--- src/rtl/e203_nice_csr_arb_if.sv ---
// -----------------------------------------------------------------------------
// e203_nice_csr_arb_if
//   Bus bundle for the NICE extended-CSR arbiter: two requester channels
//   (req0 = core CSR path, req1 = debug/secondary master) and the single
//   NICE extended-CSR target channel.
//
//   Modports:
//     master : arbiter view (accepts requester channels, drives the target)
//     slave  : environment view (requesters and target model)
//
//   Signals per requester N (N = 0,1):
//     reqN_valid  access request          reqN_ready  completion strobe (1 cycle)
//     reqN_addr   CSR address             reqN_wr     write (1) / read (0)
//     reqN_wdata  write data              reqN_rdata  read data, valid with ready
//     reqN_err    timeout abort, valid with ready
//   Target channel:
//     nice_csr_valid/addr/wr/wdata  latched request towards the target
//     nice_csr_ready/rdata          target accept/complete and read data
// -----------------------------------------------------------------------------
interface e203_nice_csr_arb_if #(
   parameter int ADDR_W = 32,
   parameter int DATA_W = 32
);
   logic              req0_valid;
   logic              req0_ready;
   logic [ADDR_W-1:0] req0_addr;
   logic              req0_wr;
   logic [DATA_W-1:0] req0_wdata;
   logic [DATA_W-1:0] req0_rdata;
   logic              req0_err;

   logic              req1_valid;
   logic              req1_ready;
   logic [ADDR_W-1:0] req1_addr;
   logic              req1_wr;
   logic [DATA_W-1:0] req1_wdata;
   logic [DATA_W-1:0] req1_rdata;
   logic              req1_err;

   logic              nice_csr_valid;
   logic              nice_csr_ready;
   logic [ADDR_W-1:0] nice_csr_addr;
   logic              nice_csr_wr;
   logic [DATA_W-1:0] nice_csr_wdata;
   logic [DATA_W-1:0] nice_csr_rdata;

   modport master (
      input  req0_valid, req0_addr, req0_wr, req0_wdata,
      output req0_ready, req0_rdata, req0_err,
      input  req1_valid, req1_addr, req1_wr, req1_wdata,
      output req1_ready, req1_rdata, req1_err,
      output nice_csr_valid, nice_csr_addr, nice_csr_wr, nice_csr_wdata,
      input  nice_csr_ready, nice_csr_rdata
   );

   modport slave (
      output req0_valid, req0_addr, req0_wr, req0_wdata,
      input  req0_ready, req0_rdata, req0_err,
      output req1_valid, req1_addr, req1_wr, req1_wdata,
      input  req1_ready, req1_rdata, req1_err,
      input  nice_csr_valid, nice_csr_addr, nice_csr_wr, nice_csr_wdata,
      output nice_csr_ready, nice_csr_rdata
   );
endinterface

--- src/rtl/e203_nice_csr_arb.sv ---
// -----------------------------------------------------------------------------
// e203_nice_csr_arb
//   Round-robin arbiter sharing the NICE extended-CSR target between the core
//   CSR path (requester 0) and a debug/secondary master (requester 1).
//   One transaction in flight; target fields are latched at grant and held
//   stable while BUSY. A bounded wait aborts hung target accesses.
//
//   Ports:
//     clk        core clock
//     rst        synchronous active-high reset
//     bus        requester/target bundle (master modport)
//     arb_busy   high whenever the arbiter is not IDLE
//     tmo_pulse  one-cycle pulse in the BUSY cycle that aborts on timeout
//
//   Parameters:
//     ADDR_W/DATA_W  CSR address/data widths
//     TMO_CYC        max target wait cycles before abort (0 disables timeout)
//     CNT_W          wait-counter width, 2**CNT_W > TMO_CYC
// -----------------------------------------------------------------------------
module e203_nice_csr_arb #(
   parameter int ADDR_W  = 32,
   parameter int DATA_W  = 32,
   parameter int TMO_CYC = 16,
   parameter int CNT_W   = 5
) (
   input  logic                   clk,
   input  logic                   rst,
   e203_nice_csr_arb_if.master    bus,
   output logic                   arb_busy,
   output logic                   tmo_pulse
);

   localparam bit             TMO_EN   = (TMO_CYC != 0);
   localparam logic [CNT_W-1:0] TMO_LAST = CNT_W'((TMO_CYC != 0) ? TMO_CYC - 1 : 0);

   typedef enum logic [1:0] {
      IDLE = 2'd0,
      BUSY = 2'd1,
      RESP = 2'd2
   } state_t;

   state_t            state_q, state_d;
   logic              rr_ptr_q, rr_ptr_d;
   logic              gnt_id_q, gnt_id_d;
   logic [CNT_W-1:0]  wait_cnt_q, wait_cnt_d;
   logic [ADDR_W-1:0] addr_q, addr_d;
   logic              wr_q, wr_d;
   logic [DATA_W-1:0] wdata_q, wdata_d;
   logic [DATA_W-1:0] rdata_q, rdata_d;
   logic              err_q, err_d;
   logic              gnt_sel;
   logic              tmo_hit;

   always_ff @(posedge clk) begin
      if (rst) begin
         state_q    <= IDLE;
         rr_ptr_q   <= 1'b0;
         gnt_id_q   <= 1'b0;
         wait_cnt_q <= '0;
         addr_q     <= '0;
         wr_q       <= 1'b0;
         wdata_q    <= '0;
         rdata_q    <= '0;
         err_q      <= 1'b0;
      end else begin
         state_q    <= state_d;
         rr_ptr_q   <= rr_ptr_d;
         gnt_id_q   <= gnt_id_d;
         wait_cnt_q <= wait_cnt_d;
         addr_q     <= addr_d;
         wr_q       <= wr_d;
         wdata_q    <= wdata_d;
         rdata_q    <= rdata_d;
         err_q      <= err_d;
      end
   end

   always_comb begin
      state_d    = state_q;
      rr_ptr_d   = rr_ptr_q;
      gnt_id_d   = gnt_id_q;
      wait_cnt_d = wait_cnt_q;
      addr_d     = addr_q;
      wr_d       = wr_q;
      wdata_d    = wdata_q;
      rdata_d    = rdata_q;
      err_d      = err_q;
      gnt_sel    = 1'b0;
      tmo_hit    = 1'b0;

      unique case (state_q)
         IDLE: begin
            if (bus.req0_valid || bus.req1_valid) begin
               // Contention resolved by rr_ptr; a lone requester always wins.
               gnt_sel    = (bus.req0_valid && bus.req1_valid) ? rr_ptr_q : bus.req1_valid;
               gnt_id_d   = gnt_sel;
               addr_d     = gnt_sel ? bus.req1_addr  : bus.req0_addr;
               wr_d       = gnt_sel ? bus.req1_wr    : bus.req0_wr;
               wdata_d    = gnt_sel ? bus.req1_wdata : bus.req0_wdata;
               rdata_d    = '0;
               err_d      = 1'b0;
               wait_cnt_d = '0;
               state_d    = BUSY;
            end
         end
         BUSY: begin
            // Target ready takes precedence over a coincident timeout.
            if (bus.nice_csr_ready) begin
               rdata_d = wr_q ? '0 : bus.nice_csr_rdata;
               err_d   = 1'b0;
               state_d = RESP;
            end else if (TMO_EN && (wait_cnt_q == TMO_LAST)) begin
               rdata_d = '0;
               err_d   = 1'b1;
               tmo_hit = 1'b1;
               state_d = RESP;
            end else if (wait_cnt_q != '1) begin
               wait_cnt_d = wait_cnt_q + 1'b1;
            end
         end
         RESP: begin
            rr_ptr_d = ~gnt_id_q;
            state_d  = IDLE;
         end
         default: state_d = IDLE;
      endcase
   end

   assign bus.nice_csr_valid = (state_q == BUSY);
   assign bus.nice_csr_addr  = addr_q;
   assign bus.nice_csr_wr    = wr_q;
   assign bus.nice_csr_wdata = wdata_q;

   assign bus.req0_ready = (state_q == RESP) && !gnt_id_q;
   assign bus.req1_ready = (state_q == RESP) &&  gnt_id_q;
   assign bus.req0_rdata = bus.req0_ready ? rdata_q : '0;
   assign bus.req1_rdata = bus.req1_ready ? rdata_q : '0;
   assign bus.req0_err   = bus.req0_ready & err_q;
   assign bus.req1_err   = bus.req1_ready & err_q;

   assign arb_busy  = (state_q != IDLE);
   assign tmo_pulse = tmo_hit;

endmodule

--- src/flat_wrapper.sv ---
// flat-port wrapper written by rule: the top's interface ports become plain ports
module e203_nice_csr_arb_flat 
#(
   parameter int ADDR_W  = 32,
   parameter int DATA_W  = 32,
   parameter int TMO_CYC = 16,
   parameter int CNT_W   = 5
)
  (clk, rst, arb_busy, tmo_pulse, bus_req0_valid, bus_req0_addr, bus_req0_wr, bus_req0_wdata, bus_req0_ready, bus_req0_rdata, bus_req0_err, bus_req1_valid, bus_req1_addr, bus_req1_wr, bus_req1_wdata, bus_req1_ready, bus_req1_rdata, bus_req1_err, bus_nice_csr_valid, bus_nice_csr_addr, bus_nice_csr_wr, bus_nice_csr_wdata, bus_nice_csr_ready, bus_nice_csr_rdata);
  e203_nice_csr_arb_if #(.ADDR_W(ADDR_W), .DATA_W(DATA_W)) bus_i ();
  input  logic clk;
  input  logic rst;
  output logic arb_busy;
  output logic tmo_pulse;
  input wire logic [$bits(bus_i.req0_valid)-1:0] bus_req0_valid;
  input wire logic [$bits(bus_i.req0_addr)-1:0] bus_req0_addr;
  input wire logic [$bits(bus_i.req0_wr)-1:0] bus_req0_wr;
  input wire logic [$bits(bus_i.req0_wdata)-1:0] bus_req0_wdata;
  output wire logic [$bits(bus_i.req0_ready)-1:0] bus_req0_ready;
  output wire logic [$bits(bus_i.req0_rdata)-1:0] bus_req0_rdata;
  output wire logic [$bits(bus_i.req0_err)-1:0] bus_req0_err;
  input wire logic [$bits(bus_i.req1_valid)-1:0] bus_req1_valid;
  input wire logic [$bits(bus_i.req1_addr)-1:0] bus_req1_addr;
  input wire logic [$bits(bus_i.req1_wr)-1:0] bus_req1_wr;
  input wire logic [$bits(bus_i.req1_wdata)-1:0] bus_req1_wdata;
  output wire logic [$bits(bus_i.req1_ready)-1:0] bus_req1_ready;
  output wire logic [$bits(bus_i.req1_rdata)-1:0] bus_req1_rdata;
  output wire logic [$bits(bus_i.req1_err)-1:0] bus_req1_err;
  output wire logic [$bits(bus_i.nice_csr_valid)-1:0] bus_nice_csr_valid;
  output wire logic [$bits(bus_i.nice_csr_addr)-1:0] bus_nice_csr_addr;
  output wire logic [$bits(bus_i.nice_csr_wr)-1:0] bus_nice_csr_wr;
  output wire logic [$bits(bus_i.nice_csr_wdata)-1:0] bus_nice_csr_wdata;
  input wire logic [$bits(bus_i.nice_csr_ready)-1:0] bus_nice_csr_ready;
  input wire logic [$bits(bus_i.nice_csr_rdata)-1:0] bus_nice_csr_rdata;
  assign bus_i.req0_valid = bus_req0_valid;
  assign bus_i.req0_addr = bus_req0_addr;
  assign bus_i.req0_wr = bus_req0_wr;
  assign bus_i.req0_wdata = bus_req0_wdata;
  assign bus_req0_ready = bus_i.req0_ready;
  assign bus_req0_rdata = bus_i.req0_rdata;
  assign bus_req0_err = bus_i.req0_err;
  assign bus_i.req1_valid = bus_req1_valid;
  assign bus_i.req1_addr = bus_req1_addr;
  assign bus_i.req1_wr = bus_req1_wr;
  assign bus_i.req1_wdata = bus_req1_wdata;
  assign bus_req1_ready = bus_i.req1_ready;
  assign bus_req1_rdata = bus_i.req1_rdata;
  assign bus_req1_err = bus_i.req1_err;
  assign bus_nice_csr_valid = bus_i.nice_csr_valid;
  assign bus_nice_csr_addr = bus_i.nice_csr_addr;
  assign bus_nice_csr_wr = bus_i.nice_csr_wr;
  assign bus_nice_csr_wdata = bus_i.nice_csr_wdata;
  assign bus_i.nice_csr_ready = bus_nice_csr_ready;
  assign bus_i.nice_csr_rdata = bus_nice_csr_rdata;
  e203_nice_csr_arb #(.ADDR_W(ADDR_W), .DATA_W(DATA_W), .TMO_CYC(TMO_CYC), .CNT_W(CNT_W)) u_core (.clk(clk), .rst(rst), .bus(bus_i), .arb_busy(arb_busy), .tmo_pulse(tmo_pulse));
endmodule
--- config.mk ---
export PLATFORM = sky130hd
export DESIGN_NAME = e203_nice_csr_arb_flat
export DESIGN_NICKNAME = d
export VERILOG_FILES = /design/src/rtl/e203_nice_csr_arb_if.sv /design/src/rtl/e203_nice_csr_arb.sv /design/src/flat_wrapper.sv
export SDC_FILE = /design/constraint.sdc
export NUM_CORES = 1
export LEC_CHECK = 0
export CORE_AREA = 3 3 117 119
export DETAILED_ROUTE_END_ITERATION = 10
export DIE_AREA = 0 0 120 122
export PLACE_DENSITY_LB_ADDON = 0.05
export SLEW_MARGIN = 0
export SYNTH_ARGS = -nofsm -noshare
export SYNTH_HDL_FRONTEND = slang
export SYNTH_SLANG_ARGS = --single-unit
--- constraint.sdc ---
create_clock -name clk -period 4.78 [get_ports clk]
set_input_delay 1.195 -clock clk [delete_from_list [all_inputs] [get_ports clk]]
set_output_delay 1.195 -clock clk [all_outputs]
set_load 0.01 [all_outputs]
==> results of run 1 <==
-- through the flow --
step	utilization	cell area [µm²]	hold slack, ns	worst slack [ns]	instances
after floorplan	-	4770	0.455	2.08	497
after global placement	0.620	7860	0.472	1.05	937
after detailed placement	0.620	7860	0.474	1.07	937
after CTS	0.646	8190	0.495	1.07	953
after global routing	0.647	8190	0.516	1.00	954
final	0.647	8190	0.489	1.05	954
-- routing by layer --
metal / share of wire / routed length (µm) / track usage / up-vias
li1: - / - / - / 2329
met1: 0.36 / 5620 / 0.206 / 2113
met2: 0.50 / 7950 / 0.370 / 210
met3: 0.10 / 1630 / 0.0720 / 33
met4: 0.037 / 581 / 0.102 / 0
met5: 0 / 0 / 0 / -
-- cell families after synthesis --
kind of cell | count (synthesis) | share of synthesized area
simple gates | 158 | 0.170
fa+ha+maj | 3 | 0.00787
buf+inv | 48 | 0.0520
compound gates | 116 | 0.185
mux | 65 | 0.136
flops | 107 | 0.449
-- cell usage after synthesis (2+ instances only) --
master                     instances  area, µm²
sky130_fd_sc_hd__nand2b_1          3       18.8
sky130_fd_sc_hd__mux2i_1          65        651
sky130_fd_sc_hd__a22o_1           32        280
sky130_fd_sc_hd__buf_6             4       45.0
sky130_fd_sc_hd__nor3_1            2       10.0
sky130_fd_sc_hd__a21oi_1           6       30.0
sky130_fd_sc_hd__a211oi_1         66        495
sky130_fd_sc_hd__buf_2            18       90.1
sky130_fd_sc_hd__inv_1             5       18.8
sky130_fd_sc_hd__ha_1              3       37.5
sky130_fd_sc_hd__dfxtp_1         107       2140
sky130_fd_sc_hd__and2_1           66        413
sky130_fd_sc_hd__buf_4             4       30.0
sky130_fd_sc_hd__nand2_1           3       11.3
sky130_fd_sc_hd__nor2_1           76        285
sky130_fd_sc_hd__o21ai_0           5       25.0
sky130_fd_sc_hd__clkbuf_1         16       60.1
-- final cells by class --
| type | count | area (µm²) | share of cell area |
|---|---|---|---|
| inverters | 5 | 18.8 | 0.00229 |
| diodes | 1 | 2.50 | 0.000305 |
| flip-flops and latches | 107 | 2140 | 0.261 |
| multi-input cells | 342 | 2400 | 0.293 |
| well taps | 172 | 215 | 0.0263 |
| clock buffers | 12 | 256 | 0.0313 |
| repair buffers | 311 | 3090 | 0.377 |
| clock inverters | 4 | 72.6 | 0.00886 |
-- sequential cells by signal (all words and copies together), names as in the netlist, 2 cells and up --
| name | count |
|---|---|
| u_core.state_q | 2 |
| u_core.bus.nice_csr_addr | 32 |
| u_core.wait_cnt_q | 5 |
| u_core.bus.nice_csr_wdata | 32 |
| u_core.rdata_q | 32 |
-- power by group --
| group | total (W) | switching (W) | internal, W |
|---|---|---|---|
| Clock | 0.000810 | 0.000323 | 0.000487 |
| Combinational | 0.000547 | 0.000232 | 0.000315 |
| Sequential | 0.00101 | 0.0000428 | 0.000968 |
-- critical path: stages --
cell                              delay, ns
sky130_fd_sc_hd__clkdlybuf4s50_1       0.54
sky130_fd_sc_hd__nor3b_1               0.23
sky130_fd_sc_hd__clkdlybuf4s50_1       0.57
-- worst paths after layout --
kind	to	slack [ns]	depth (start not counted)	start
max	tmo_pulse	1.05	3	bus_nice_csr_ready
min	u_core.rdata_q[19]	0.49	1	u_core.rdata_q[19]
max reg2reg	u_core.rdata_q[21]	2.60	8	u_core.wait_cnt_q[0]
min reg2reg	u_core.rdata_q[19]	0.49	1	u_core.rdata_q[19]
==> out/qor_table.md, run 1 <==
| Quantity | Value |
|---|---|
| Initial core utilization | 0.376 |
| Routability congestion estimate | 0.770 |
| Wire length of the first global-routing pass | 23700 µm |
| Sequential cell area fraction in the yosys report | 0.449 |
| Final layout net count | 946 |
| Crit share post-route | 0.781 |
| Fraction of registers with async set or reset after synthesis | 0 |
| Overall power consumption | 0.00237 W |
| Leading cell types in the layout, fill and taps excluded | sky130_fd_sc_hd__clkdlybuf4s50_1, sky130_fd_sc_hd__dfxtp_1, sky130_fd_sc_hd__nor2_1 |
| Final setup violation count | 0 |
| Maximum ir drop on the vdd rail | 0.249 mV |
| Via count of the first global-routing pass | 4661 |
| Core area | 0.0127 mm² |
| Number of standard-cell rows in the floorplan | 41 |
| Clock tree from TritonCTS | built |
| Die area | 0.0146 mm² |
| Worst Hold Class | reg -> reg |
| Fin Clk Skew | 0.00548 ns |
| Proportion of layout cells with a drive suffix above 1 | 0.0371 |
| Pin count of the biggest net entering global routing | 71 |
| Synthesis-stage register bit count | 107 |
| Drt total wl | 15800 µm |
| Syn avg cell area | 9.59 µm² |
| Final HPWL from detailed placement | 12300 µm |
| Number of setup buffers added after CTS | 0 |
| Filler Cells Inserted | 1102 |
| Count of flip-flops with a built-in enable after synthesis | 0 |
| Number of sinks handled by clock tree synthesis | 107 |
| Maximum capacitance violations | 0 |
| Synthesis warning total | 0 |
| CP Launch Type | input port |
| I/O pin cnt | 303 |
| Arrival time worst endpoint | 2.54 ns |
| Post-route minimum period | 3.73 ns |
| Combined area of all synthesized cells | 0.00477 mm² |
| Number of buffers created by CTS | 9 |
| Via count | 4685 |
| Die X | 120 µm |
| GRT Total Usage | 0.203 |
| Category of the worst setup path capture point | output pin |
| Critical Setup Path Class | in -> out |
| Drt first-iter violations | 177 |
| Number of antenna violations at the first check in global routing | 1 |
| Sum of negative setup slack | 0 ns |
| Clock-pin slew on the worst setup and hold paths | 0.07 ns |
| Reported leakage power | 3.36 nW |
| Routed Antenna Nets | 0 |
| Number of hold buffers added after cts | 0 |
| Max Fanout on Critical Path | 6 |
| Growth of design area from synthesis to finish | 71.8% |
| Setup repair after global routing missed its margin | false |
| Number of resized instances in the post-cts repair step | 0 |
| Synthesized instance count | 497 |
| Max Slew Vio Count | 0 |
| Buffers added on ports | 302 |
| Synthesized netlist net count | 667 |
| Detail-routed via count per cell | 4.91 |
| Number of detailed-routing iterations run before antenna repair | 4 |
| Leading cell type in the layout, fill and taps excluded | sky130_fd_sc_hd__clkdlybuf4s50_1 |
| Commonest register cell after synthesis | sky130_fd_sc_hd__dfxtp_1 |
| Die extent in y | 122 µm |
| Deepest level of the CTS H-tree | 3 |
| Latest clock arrival within the worst-skew pair | 0.34 ns |
| Maximum number of buffers from clock root to sink | 2 |
| Count of endpoints failing hold in the final timing report | 0 |
| Transition time at the pin with the least slew margin | 0.753 ns |
| Outcome | completed |
| Root Buffer | sky130_fd_sc_hd__clkbuf_16 |
| Wire length per cell after detailed routing | 16.5 µm |
| Detailed-route DRC error count | 0 |
| Cell area power density | 289 mW/mm² |
| CP Data Required Time | 3.59 ns |
| Distinct cells, synth | 33 |
| Achievable frequency | 268 MHz |
| Max-slew headroom at the worst pin | 0.498 |
| Residual overflow from global routing | 0 |
Power figures use the tool's default switching activity.
==> run 2: changes to the inputs <==
--- a/config.mk
+++ b/config.mk
@@ -5,9 +5,9 @@
 export SDC_FILE = /design/constraint.sdc
 export NUM_CORES = 1
 export LEC_CHECK = 0
-export CORE_AREA = 3 3 117 119
+export CORE_MARGIN = 3
+export CORE_UTILIZATION = 33
 export DETAILED_ROUTE_END_ITERATION = 10
-export DIE_AREA = 0 0 120 122
 export PLACE_DENSITY_LB_ADDON = 0.05
 export SLEW_MARGIN = 0
 export SYNTH_ARGS = -nofsm -noshare
==> constraint.sdc (replaced) <==
create_clock -name clk -period 3.15 [get_ports clk]
set_input_delay 0.7875 -clock clk [delete_from_list [all_inputs] [get_ports clk]]
set_output_delay 0.7875 -clock clk [all_outputs]
set_load 0.01 [all_outputs]
==> out/qor_table.md, run 2 (synthesis results as in run 1) <==
| Quantity | Value | Change |
|---|---|---|
| Outcome | completed |  |
| Max-slew headroom at the worst pin | 0.490 | -0.00771 |
| Achievable frequency | 343 MHz |  |
| Die X | 126 µm | +5.2% |
| Sum of negative setup slack | 0 ns | unchanged |
| Pin count of the biggest net entering global routing | 67 | -5.6% |
| Maximum capacitance violations | 0 | unchanged |
| Final setup violation count | 0 | unchanged |
| Deepest level of the CTS H-tree | 3 | unchanged |
| Buffers added on ports | 302 | unchanged |
| Critical Setup Path Class | reg -> out |  |
| Cell Area, Placed | 0.00791 mm² | +0.60% |
| GRT Max-Usage Layer | met2 |  |
| Sequential cell area | 0.00214 mm² | unchanged |
| CP Launch Type | register |  |
| Number of sinks handled by clock tree synthesis | 107 | unchanged |
| Category of the worst setup path capture point | output pin |  |
| Max Fanout on Critical Path | 4 | -2 |
| Clock tree from TritonCTS | built |  |
| Number of buffers created by CTS | 9 | unchanged |
| Number of antenna violations at the first check in global routing | 0 | -1 |
| CP Data Required Time | 2.36 ns | -1.23 ns |
| I/O pin cnt | 303 | unchanged |
| Fin Clk Skew | 0.00499 ns | -0.000497 ns |
| Wire length per cell after detailed routing | 16.2 µm | -1.9% |
| Residual overflow from global routing | 0 | unchanged |
| Root Buffer | sky130_fd_sc_hd__clkbuf_16 |  |
| Number of detailed-routing iterations run before antenna repair | 6 | +2 |
| Cell area power density | 424 mW/mm² | +47% |
| Arrival time worst endpoint | 2.13 ns | -0.41 ns |
| Setup repair after global routing missed its margin | false |  |
| Worst Hold Class | reg -> reg |  |
| Clock-pin slew on the worst setup and hold paths | 0.07 ns | about the same |
| Via count of the first global-routing pass | 4672 | +0.24% |
| Filler Cells Inserted | 1247 | +13% |
| Count of endpoints failing hold in the final timing report | 0 | unchanged |
| Growth of design area from synthesis to finish | 72.0% |  |
| Routability congestion estimate | 0.830 | +7.7% |
| Detail-routed via count per cell | 4.88 | -0.69% |
| Number of diodes | 0 | -1 |
| Met1 Usage GRT | 0.210 | +0.00372 |
| Latest clock arrival within the worst-skew pair | 0.35 ns | about the same |
| Number of standard-cell rows in the floorplan | 43 | +4.9% |
| Crit share post-route | 0.927 |  |
| Initial core utilization | 0.341 | -0.0354 |
| Drt total wl | 15600 µm | -1.1% |
| Routed Antenna Nets | 0 | unchanged |
| GRT Total Usage | 0.193 | -0.0107 |
| Final layout net count | 946 | unchanged |
| Proportion of layout cells with a drive suffix above 1 | 0.0359 | -0.00128 |
| Drt first-iter violations | 144 | -19% |
| Transition time at the pin with the least slew margin | 0.757 ns | +0.00458 ns |
| Via count | 4687 | +0.043% |
| Met2 capacity usage during global routing | 0.353 | -0.0168 |
| Die area | 0.0159 mm² | +8.8% |
| Reported leakage power | 3.37 nW | about the same |
| Leading cell types in the layout, fill and taps excluded | sky130_fd_sc_hd__clkdlybuf4s50_1, sky130_fd_sc_hd__dfxtp_1, sky130_fd_sc_hd__nor2_1 |  |
| Final instance area | 0.00820 mm² | +0.11% |
| Wire length of the first global-routing pass | 24600 µm | +3.8% |
| Maximum number of buffers from clock root to sink | 2 | unchanged |
| Number of resized instances in the post-cts repair step | 0 | unchanged |
| Maximum ir drop on the vdd rail | 0.248 mV | -0.34% |
| Global Route met3 Usage | 0.0581 | -0.0139 |
| Detailed-route DRC error count | 0 | unchanged |
| Leading cell type in the layout, fill and taps excluded | sky130_fd_sc_hd__clkdlybuf4s50_1 |  |
| Max Slew Vio Count | 0 | unchanged |
| Final HPWL from detailed placement | 12200 µm | -0.79% |
| Combined area of the multi-input logic cells | 0.00240 mm² | unchanged |
| Number of hold buffers added after cts | 0 | unchanged |
| Core area | 0.0140 mm² | +10% |
| Number of setup buffers added after CTS | 0 | unchanged |
| Post-route minimum period | 2.92 ns |  |
| Die extent in y | 126 µm | +3.4% |
[run 2: final timing paths]
check / startpoint / to / slack [ns] / cells after the start
hold / removal: u_core.rdata_q[1] / u_core.rdata_q[1] / 0.49 / 1
hold reg to reg: u_core.rdata_q[1] / u_core.rdata_q[1] / 0.49 / 1
setup reg to reg: u_core.wait_cnt_q[0] / u_core.rdata_q[23] / 0.97 / 8
setup / recovery: u_core.wait_cnt_q[0] / tmo_pulse / 0.23 / 5
[run 2: stage by stage]
stage | utilization | setup slack [ns] | total power (W) | hold slack (ns) | cells
2_1_floorplan | - | 1.12 | 0.00192 | 0.455 | 497
3_3_place_gp | 0.565 | 0.260 | 0.00240 | 0.469 | 945
3_5_place_dp | 0.565 | 0.276 | 0.00242 | 0.478 | 945
4_1_cts | 0.586 | 0.216 | 0.00353 | 0.499 | 961
5_1_grt | 0.586 | 0.101 | 0.00365 | 0.519 | 961
6_report | 0.586 | 0.231 | 0.00348 | 0.492 | 961
[run 2: area by class of cell]
cell class,instances,share of cell area
timing repair buffer,311,0.381
multi-input combinational,342,0.293
sequential,107,0.261
clock buffer,15,0.0351
tap,180,0.0275
inverter,5,0.00229
clock inverter,1,0.000610
[run 2: layer usage]
| metal | wire length [µm] | vias to the layer above |
|---|---|---|
| li1 | - | 2341 |
| met2 | 8050 | 205 |
| met3 | 1340 | 19 |
| met1 | 5900 | 2122 |
| met4 | 314 | 0 |
| met5 | 0 | - |
[run 2: power by group]
part / total [W] / switching, W / internal, W
logic: 0.000846 / 0.000357 / 0.000489
clock network: 0.00110 / 0.000478 / 0.000623
registers: 0.00153 / 0.0000642 / 0.00147
total: 0.00348 / 0.000900 / 0.00258
[run 2: critical path: stages (launching register included)]
cell and delay (ns):
sky130_fd_sc_hd__dfxtp_1 0.37, sky130_fd_sc_hd__ha_1 0.20, sky130_fd_sc_hd__and3_1 0.21, sky130_fd_sc_hd__ha_1 0.24, sky130_fd_sc_hd__nor3b_1 0.19, sky130_fd_sc_hd__clkdlybuf4s50_1 0.57
==> run 3: changes to the inputs <==
--- a/config.mk
+++ b/config.mk
@@ -9,6 +9,7 @@
 export CORE_UTILIZATION = 33
 export DETAILED_ROUTE_END_ITERATION = 10
 export PLACE_DENSITY_LB_ADDON = 0.05
+export SETUP_SLACK_MARGIN = 0.5
 export SLEW_MARGIN = 0
 export SYNTH_ARGS = -nofsm -noshare
 export SYNTH_HDL_FRONTEND = slang
==> out/qor_table.md, run 3 (synthesis results as in run 1) <==
| Quantity | Value | Change |
|---|---|---|
| Number of standard-cell rows in the floorplan | 43 | unchanged |
| Number of sinks handled by clock tree synthesis | 107 | unchanged |
| Drt total wl | 16400 µm | +5.0% |
| Final layout net count | 953 | +0.74% |
| Cell Area, Placed | 0.00791 mm² | unchanged |
| Latest clock arrival within the worst-skew pair | 0.35 ns | about the same |
| Sum of negative setup slack | 0 ns | unchanged |
| Final HPWL from detailed placement | 12200 µm | unchanged |
| Root Buffer | sky130_fd_sc_hd__clkbuf_16 |  |
| Number of diodes | 0 | unchanged |
| Via count | 4746 | +1.3% |
| Post-route minimum period | 2.71 ns | -0.210 ns |
| Final setup violation count | 0 | unchanged |
| GRT Total Usage | 0.200 | +0.00692 |
| Max Fanout on Critical Path | 17 | +13 |
| Critical Setup Path Class | reg -> out |  |
| Transition time at the pin with the least slew margin | 0.705 ns | -0.0521 ns |
| Wire length per cell after detailed routing | 16.9 µm | +4.2% |
| Deepest level of the CTS H-tree | 3 | unchanged |
| Worst setup timing slack at the placement stage | 0.276 ns | unchanged |
| Worst setup path startpoint | u_core.state_q[0] |  |
| Fin Clk Skew | 0.00483 ns | -0.000157 ns |
| Clock-pin slew on the worst setup and hold paths | 0.07 ns | about the same |
| Path depth of the worst reg2reg path | 8 | unchanged |
| Routability congestion estimate | 0.830 | unchanged |
| Drt first-iter violations | 155 | +7.6% |
| Die area | 0.0159 mm² | unchanged |
| Proportion of layout cells with a drive suffix above 1 | 0.0533 | +0.0174 |
| CP Data Required Time | 2.36 ns | about the same |
| Worst flop-to-flop path startpoint | u_core.wait_cnt_q[0] |  |
| Routed Antenna Nets | 0 | unchanged |
| Maximum number of buffers from clock root to sink | 2 | unchanged |
| Pin count of the biggest net entering global routing | 67 | unchanged |
| Core utilization of the finished layout | 0.598 | +0.0114 |
| Residual overflow from global routing | 0 | unchanged |
| Leading cell type in the layout, fill and taps excluded | sky130_fd_sc_hd__clkdlybuf4s50_1 |  |
| Die extent in y | 126 µm | unchanged |
| Leading cell types in the layout, fill and taps excluded | sky130_fd_sc_hd__clkdlybuf4s50_1, sky130_fd_sc_hd__dfxtp_1, sky130_fd_sc_hd__nor2_1 |  |
| Number of antenna violations at the first check in global routing | 0 | unchanged |
| I/O pin cnt | 303 | unchanged |
| Growth of design area from synthesis to finish | 75.3% |  |
| Detailed-route DRC error count | 0 | unchanged |
| Crit share post-route | 0.860 | -0.0667 |
| Endpoint of the worst-slack reg-to-reg timing path | u_core.rdata_q[20] |  |
| Count of endpoints failing hold in the final timing report | 0 | unchanged |
| Outcome | completed |  |
| Number of hold buffers added after cts | 0 | unchanged |
| Maximum ir drop on the vdd rail | 0.247 mV | -0.27% |
| Initial core utilization | 0.341 | unchanged |
| Number of buffers created by CTS | 9 | unchanged |
| Detail-routed via count per cell | 4.90 | +0.53% |
| Clock tree from TritonCTS | built |  |
| Worst-case setup margin in the final layout | 0.441 ns | +0.210 ns |
| Achievable frequency | 369 MHz | +7.8% |
| Max-slew headroom at the worst pin | 0.525 | +0.0350 |
| Setup repair after global routing missed its margin | true |  |
| Number of detailed-routing iterations run before antenna repair | 6 | unchanged |
| Maximum capacitance violations | 0 | unchanged |
| Flop2flop setup slack | 0.98 ns | about the same |
| Via count of the first global-routing pass | 4789 | +2.5% |
| Core area | 0.0140 mm² | unchanged |
| Category of the worst setup path capture point | output pin |  |
| Overall power consumption | 0.00349 W | +0.42% |
| Worst Hold Class | reg -> reg |  |
| Die X | 126 µm | unchanged |
| Arrival time worst endpoint | 1.92 ns | -0.21 ns |
| Worst Setup EP | bus_req1_rdata[20] |  |
| Reported leakage power | 3.72 nW | +10% |
| Buffers added on ports | 302 | unchanged |
| Wire length of the first global-routing pass | 25300 µm | +3.1% |
| CP Launch Type | register |  |
| Cell area power density | 418 mW/mm² | -1.5% |
| Max Slew Vio Count | 0 | unchanged |
| Final instance area | 0.00836 mm² | +1.9% |
## run 3: layer usage
metal / GRT usage / vias up / wire length (µm)
li1: - / 2361 / -
met1: 0.212 / 2147 / 6060
met2: 0.372 / 214 / 8620
met3: 0.0589 / 24 / 1340
met4: 0.0707 / 0 / 369
met5: 0 / - / 0
## run 3: timing repair
item                                    CTS  global route
endpoints found under the setup margin   69            52
gates cloned                              3             1
pin swaps                                 0             1
buffers inserted                          1             2
endpoints found under the hold margin     0             0
gates resized for setup                  33            18
## run 3: area by class of cell
cell class | instances | area, µm²
repair buffers | 318 | 3250
clock inverters | 1 | 5.00
multi-input cells | 342 | 2420
inverters | 5 | 18.8
well taps | 180 | 225
clock buffers | 15 | 288
fillers | 1238 | 5630
flip-flops and latches | 107 | 2140
## run 3: how the worst min path moves through the flow
stage / from / endpoint / depth (start not counted)
global placement: u_core.rdata_q[18] / u_core.rdata_q[18] / 1
CTS: u_core.rdata_q[11] / u_core.rdata_q[11] / 1
floorplan: u_core.rdata_q[10] / u_core.rdata_q[10] / 1
global route: u_core.bus.nice_csr_addr[12] / u_core.bus.nice_csr_addr[12] / 2
detailed placement: u_core.rdata_q[11] / u_core.rdata_q[11] / 1
finish: u_core.rdata_q[18] / u_core.rdata_q[18] / 1
## run 3: where the power goes
group | internal, W | switching [W]
registers | 0.00147 | 0.0000652
clock network | 0.000623 | 0.000477
logic | 0.000498 | 0.000362
total | 0.00259 | 0.000904
## run 3: critical path: stages, from the launching register on
cell and delay [ns]:
sky130_fd_sc_hd__dfxtp_2 0.35, sky130_fd_sc_hd__nand2b_4 0.17, sky130_fd_sc_hd__nor2_4 0.18, sky130_fd_sc_hd__buf_12 0.17, sky130_fd_sc_hd__and2_1 0.16, sky130_fd_sc_hd__clkdlybuf4s50_1 0.54
## run 3: stage by stage
| stage | std cells | hold slack [ns] |
|---|---|---|
| detailed placement | 945 | 0.478 |
| CTS | 965 | 0.499 |
| finish | 968 | 0.492 |
| global route | 968 | 0.519 |
| floorplan | 497 | 0.455 |
| global placement | 945 | 0.469 |
